--- src/rtl/rca_seq.sv ---
// Multi-cycle ripple-carry adder/subtractor: a w-bit op is processed d bits per clock.
// Optional build macro RCA_SEQ_SAT_EN saturates z on signed overflow.

module rca_slice #(
    parameter int d = 4
) (
    input  logic [d-1:0] a,
    input  logic [d-1:0] b,
    input  logic         ci,
    output logic [d-1:0] s,
    output logic         co
);
    logic [d:0] c;

    assign c[0] = ci;
    for (genvar i = 0; i < d; i++) begin : g_fa
        assign s[i]   = a[i] ^ b[i] ^ c[i];
        assign c[i+1] = (a[i] & b[i]) | (c[i] & (a[i] ^ b[i]));
    end
    assign co = c[d];
endmodule

module rca_seq #(
    parameter int w = 16,
    parameter int d = 4
) (
    input  logic         clk,
    input  logic         rst,
    input  logic         start,
    input  logic         sub,
    input  logic [w-1:0] x,
    input  logic [w-1:0] y,
    input  logic         cin,
    output logic         busy,
    output logic         done,
    output logic [w-1:0] z,
    output logic         cout,
    output logic         overflow
);
    localparam int N  = w / d;
    localparam int CW = (N > 1) ? $clog2(N) : 1;

    typedef enum logic [1:0] {IDLE, BUSY, DONE} state_t;

    // Operand b is stored already conditioned for subtract.
    typedef struct packed {
        logic [w-1:0] a;
        logic [w-1:0] b;
    } opnd_t;

    state_t         state_q, state_d;
    opnd_t          op_q;
    logic [CW-1:0]  cnt_q;
    logic           carry_q;
    logic [w-1:0]   z_q;
    logic           cout_q;
    logic           ovf_q;

    logic           last;
    int             base;
    logic [d-1:0]   a_sl, b_sl, sum;
    logic           co;
    logic [w-1:0]   z_nxt, z_fin;
    logic           ovf_nxt;

    assign last = (cnt_q == CW'(N - 1));
    assign base = int'(cnt_q) * d;
    assign a_sl = op_q.a[base +: d];
    assign b_sl = op_q.b[base +: d];

    rca_slice #(.d(d)) u_slice (
        .a  (a_sl),
        .b  (b_sl),
        .ci (carry_q),
        .s  (sum),
        .co (co)
    );

    always_comb begin
        z_nxt              = z_q;
        z_nxt[base +: d]   = sum;
        ovf_nxt            = (~op_q.a[w-1] & ~op_q.b[w-1] &  z_nxt[w-1]) |
                             ( op_q.a[w-1] &  op_q.b[w-1] & ~z_nxt[w-1]);
        z_fin              = z_nxt;
`ifdef RCA_SEQ_SAT_EN
        // Clamp toward the sign of operand a; cout/overflow keep the raw result.
        if (ovf_nxt)
            z_fin = op_q.a[w-1] ? {1'b1, {(w-1){1'b0}}} : {1'b0, {(w-1){1'b1}}};
`endif
    end

    always_ff @(posedge clk) begin
        if (rst) state_q <= IDLE;
        else     state_q <= state_d;
    end

    always_comb begin
        state_d = state_q;
        case (state_q)
            IDLE:    if (start) state_d = BUSY;
            BUSY:    if (last)  state_d = DONE;
            DONE:    state_d = IDLE;
            default: state_d = IDLE;
        endcase
    end

    always_ff @(posedge clk) begin
        if (rst) begin
            op_q    <= '0;
            cnt_q   <= '0;
            carry_q <= 1'b0;
            z_q     <= '0;
            cout_q  <= 1'b0;
            ovf_q   <= 1'b0;
        end else begin
            case (state_q)
                IDLE: if (start) begin
                    op_q.a  <= x;
                    op_q.b  <= sub ? ~y : y;
                    carry_q <= sub ? 1'b1 : cin;
                    cnt_q   <= '0;
                end
                BUSY: begin
                    z_q     <= last ? z_fin : z_nxt;
                    carry_q <= co;
                    cnt_q   <= cnt_q + CW'(1);
                    if (last) begin
                        cout_q <= co;
                        ovf_q  <= ovf_nxt;
                    end
                end
                default: ;
            endcase
        end
    end

    assign busy     = (state_q == BUSY);
    assign done     = (state_q == DONE);
    assign z        = z_q;
    assign cout     = cout_q;
    assign overflow = ovf_q;
endmodule

--- config.mk ---
export PLATFORM = sky130hd
export DESIGN_NAME = rca_seq
export DESIGN_NICKNAME = d
export VERILOG_FILES = /design/src/rtl/rca_seq.sv
export SDC_FILE = /design/constraint.sdc
export NUM_CORES = 1
export LEC_CHECK = 0
export BUFFER_PORTS_ARGS = -buffer_cell sky130_fd_sc_hd__buf_4
export CAP_MARGIN = 20
export CORE_UTILIZATION = 35
export CTS_CLUSTER_DIAMETER = 40
export DETAILED_ROUTE_END_ITERATION = 12
export SKIP_CTS_REPAIR_TIMING = 1
export SLEW_MARGIN = 5
export SYNTH_ARGS = -nofsm -noshare
export SYNTH_HDL_FRONTEND = slang
export SYNTH_SLANG_ARGS = --single-unit
export TNS_END_PERCENT = 5
--- constraint.sdc ---
create_clock -name clk -period 11.57 [get_ports clk]
set_input_delay 1.157 -clock clk [delete_from_list [all_inputs] [get_ports clk]]
set_output_delay 1.157 -clock clk [all_outputs]
set_load 0.05 [all_outputs]
# Yosys cells after proc, flatten, opt, wreduce, memory -nomap -nowiden
# Cells that the tools add are included.
# word_totals
reg_bits	55
input_bits	37
out_inout_bits	20
word_cells	64
# op_classes
n_addsub	2
n_eq_ne	5
shifts	4
n_mux	10
bitwise_logic	29
reduce_logical	6
# ops
op	n
$neg 4->33	1
$shift 4x33->16 const A	1
$shiftx 4x33->16	1
$shiftx 16x5->4	2
$bwmux 16	1
$mux 16	1
$not 16->16	1
$and 1x1->1	12
$pmux 2 s2	2
$reduce_and 2->1	4
$xor 1x1->1	8
$mux 2	3
$or 1x1->1	5
$eq 2x2->1 const B	2
$not 1->1	3
$add 2x1->2 const B	1
$eq 2x1->1 const B	1
$logic_not 2->1	1
$mux 1	2
$ne 2x1->1 const B	1
$ne 2x2->1 const B	1
$pmux 1 s2	1
$reduce_bool 2->1	1

# Depth between registers and ports, before layout
# logic_depth
ltp_word	14
depth_mapped	10
ltp_nobuf	9

# Hierarchy
# A second synthesis with hierarchy kept.
# hier_totals
hier_cells	266
hier_area_um2	2607.5
# by_module_without_submodules
mod	instances	cells_each	area_each_um2	seq_area_each_um2
rca_seq	1	252	2489.9	1101.1
rca_slice	1	14	117.6	0.0

# Worst setup path after synthesis
# Ideal clock, no wire load.
# synth_path
path_kind	register to register
startpoint	register cnt_q[0]
endpoint	register ovf_q (netlist: overflow)
setup_ps	79
arrival_time_ps	3705
required_ps	11491
path_slack_ps	7785
path_stages_with_launch	11
path_buffers	1
period_less_slack_ps	3785
path_cell_list	dfxtp_1 -> buf_4 -> mux4_2 -> fa_1 -> fa_1 -> fa_1 -> fa_1 -> and4bb_1 -> mux2i_1 -> or3_1 -> a211oi_2
# synth_via
elab_chain_len	14
elab_cells_between_ends	29
cone_classes	add/sub: 1; eq/ne: 1; shift: 4; mux: 1; bitwise: 21; reduce/logical: 1
# synth_rtl
element	line	source
from (decl)	53	logic [CW-1:0] cnt_q;
from (signal assigned)	126	cnt_q <= cnt_q + CW'(1);
$shiftx 16x5->4, on equally long branches	68, 69	
$xor 1x1->1	17, 18	
$and 1x1->1	18	assign c[i+1] = (a[i] & b[i]) | (c[i] & (a[i] ^ b[i]));
$or 1x1->1	18	
$and 1x1->1	18	
$or 1x1->1	18	
$and 1x1->1	18	
$or 1x1->1	18	
$xor 1x1->1	17	assign s[i] = a[i] ^ b[i] ^ c[i];
$shiftx 4x33->16	81	z_nxt[base +: d] = sum;
$bwmux 16	81	
$not 1->1	83	( op_q.a[w-1] & op_q.b[w-1] & ~z_nxt[w-1]);
$and 1x1->1	83	
$or 1x1->1	82	ovf_nxt = (~op_q.a[w-1] & ~op_q.b[w-1] & z_nxt[w-1]) |
to (signal assigned)	129	ovf_q <= ovf_nxt;
to (decl)	57	logic ovf_q;
# Parallel ways exist; a longest one is shown, timed or not.
# A chain may end at the register's enable or synchronous reset.

# Final worst setup path
# Same ends and word-level chain as after synthesis.

==> flow_metrics.py <==
metrics = {
    "run_status": {
        "status": "finished, final reports clean",
    },
    "die": {
        "initial_core_util": 0.364,
        "core_um2": 6830,
        "rows": 30,
        "dieWidth_um": 86.2,
        "ioPinCount": 57,
        "dieArea_um2": 7440,
        "fp.dieH_um": 86.2,
    },
    "timing": {
        "final_hold_viol_count": 0,
        "period_share": 0.360,
        "maxSlewViolCount": 0,
        "tns_ns": 0,
        "period_minus_slack_ns": 4.16,
        "finClkSkew_ns": 0.00436,
        "rsz0062_at_grt": "false",
        "tightestPinTransition_ns": 0.836,
        "postLayoutSetupSlackWorst_ns": 7.41,
        "slew_headroom": 0.442,
        "setup_viol_count_final": 0,
        "max_freq_mhz": 240,
    },
    "finish": {
        "area_growth_pct": 22.4,
        "drive_gt1_frac": 0.252,
        "antenna_cells": 0,
        "fin_nets": 357,
    },
    "clock_network": {
        "cts_tree": "yes",
        "numCtsBuffers": 5,
        "cts_htree_levels": 2,
        "clock_latency_ns": 0.30,
        "path_clk_slew_ns": 0.09,
        "clock_sinks": 55,
        "cts_buffer_depth": 2,
        "root_buffer": "clkbuf_8",
    },
    "setup_path": {
        "startpoint": "cnt_q[0]",
        "crit_chain": "mux4_2 -> fa_1 -> fa_1 -> fa_1 -> fa_1 -> and4bb_1 -> mux2i_1 -> or3_1 -> a211oi_2",
        "critPathLaunchType": "flip-flop",
        "cp_max_fo": 18,
        "r2r-start": "cnt_q[0]",
        "path_delay_family": "adder cells",
        "slowest_delay_ns": 0.88,
        "slowest_stage": "dfxtp_1",
        "end_kind": "flip-flop",
        "crit_arrival_ns": 4.39,
        "cpMostUsedCell": "fa_1",
        "timing_worst_setup_path_type": "reg2reg",
        "cp_num_buf_inv": 0,
        "cp.required_ns": 11.80,
    },
    "place": {
        "preCtsSetupSlack_ns": 7.37,
        "gp_congestion": 0.752,
        "hpwl_um": 3920,
        "portBuffers": 56,
    },
    "synthesis": {
        "syn_area_per_cell_um2": 9.41,
        "ys_ff_latch": 55,
        "async_flop_share": 0,
        "syn-instance-count": 264,
        "synthDistinctLibCells": 29,
        "syn_area_um2": 2480,
        "synth-main-ff-cell": "dfxtp_1",
        "synth_common_cells": "55 x dfxtp_1, 44 x nand2_1, 34 x nor2_1",
        "syn_nets": 311,
        "synth_edf_count": 0,
        "yosysWarnings": 0,
        "synth.top_cell.area_share": 0.443,
        "synth_top_area_cell": "dfxtp_1",
        "synth_most_common_cell": "dfxtp_1",
        "yosysSeqAreaShare": 0.443,
        "synthTopCellsByArea": "dfxtp_1 44%, mux4_2 7.3%, nand2_1 6.6%, xnor2_1 5.6%, nor2_1 5.1%",
    },
    "routing": {
        "vias_per_cell": 4.82,
        "drc": 0,
        "drt_wl_total_um": 5430,
        "drtAntennaViolNets": 0,
        "vias": 1958,
        "drtIter0Drc": 116,
        "wl_per_cell_um": 13.4,
        "dr.pass1.iters": 4,
    },
    "global_route": {
        "grt_usage": 0.156,
        "antenna_found_initial": 0,
        "grt_pass1_vias": 1836,
        "grt_pass1_wl_um": 8940,
        "grt_overflow": 0,
        "grt_max_degree": 56,
    },
    "power_and_ir_drop": {
        "power.leakage_uw": 0.00118,
        "vdd_drop_max_mv": 0.0457,
        "p_per_area_nw_per_um2": 126,
        "total_power_uw": 382,
    },
    "worst_hold_path": {
        "min_path_type": "reg2reg",
        "holdCritStartpoint": "op_q[19]",
    },
    "run": {
        "drv_cap": 0,
    },
}
-- cell type report --
| type | instances | area, um^2 |
|---|---|---|
| well taps | 96 | 120 |
| clock inverters | 1 | 5.00 |
| inverters | 4 | 15.0 |
| repair buffers | 57 | 428 |
| multi-input cells | 187 | 1290 |
| fillers | 701 | 3790 |
| flip-flops and latches | 55 | 1100 |
| clock buffers | 6 | 82.6 |
-- registers in the layout, indices dropped and copies added, names as in the netlist --
name      count
cnt_q         2
overflow      1
carry_q       1
state_q       2
cout          1
op_q         32
z            16
-- kinds of logic (layout without fill, tap and decap cells) --
kind of cell / after synthesis / after routing / synth area share
AND/OR/NAND/NOR: 94 / 94 / 0.167
XOR/XNOR: 16 / 16 / 0.0564
flip-flops: 55 / 55 / 0.443
AO/OA/AOI/OAI: 58 / 58 / 0.155
adder cells (fa/ha/maj): 10 / 10 / 0.0625
multiplexers: 9 / 9 / 0.0766
buffers and inverters: 22 / 68 / 0.0388
-- power breakdown --
group | switching (uW) | leakage [uW] | internal, uW
registers | 8.52 | 0.000450 | 200
logic | 37.0 | 0.000678 | 31.0
clock network | 59.1 | 0.0000470 | 47.1
-- placed cells by master (no fill, tap or decap), types with 2 or more instances in the layout --
cell type	n
mux4_2	8
ha_1	6
a22oi_1	16
buf_4	57
dfxtp_1	55
nor2b_1	2
nand3_1	2
nand2b_1	4
a21oi_1	21
xnor2_1	16
nor2_1	33
nand2_1	44
fa_1	4
a211oi_1	16
inv_1	4
nor4_2	3
clkbuf_8	6
-- final timing paths --
path / endpoint / slack (ns) / cells after the start
worst max-delay path: overflow / 7.41 / 9
worst min-delay path: op_q[19] / 0.46 / 2
worst max register to register: overflow / 7.41 / 9
worst min register to register: op_q[19] / 0.46 / 2
-- routing by layer --
| layer | GRT usage | routed length [um] | vias to the layer above |
|---|---|---|---|
| met4 | 0.0364 | 27 | 0 |
| met1 | 0.222 | 2660 | 908 |
| met3 | 0.0381 | 268 | 4 |
| li1 | - | - | 999 |
| met2 | 0.238 | 2470 | 47 |
| met5 | 0 | 0 | - |
-- worst min-delay path, delay by kind of cell (launching register included) --
family	cells	cell delay [ns]
AO/OA/AOI/OAI	1	0.05
flip-flops	1	0.32
AND/OR/NAND/NOR	1	0.05
-- metrics by stage --
stage,utilization,std cells,hold slack [ns],cell area [um^2]
3_3_place_gp,0.432,399,0.444,2950
2_1_floorplan,-,264,0.433,2480
3_5_place_dp,0.432,399,0.450,2950
6_report,0.445,406,0.463,3040
4_1_cts,0.445,406,0.463,3040
5_1_grt,0.445,406,0.485,3040
Power figures use the tool's default switching activity.
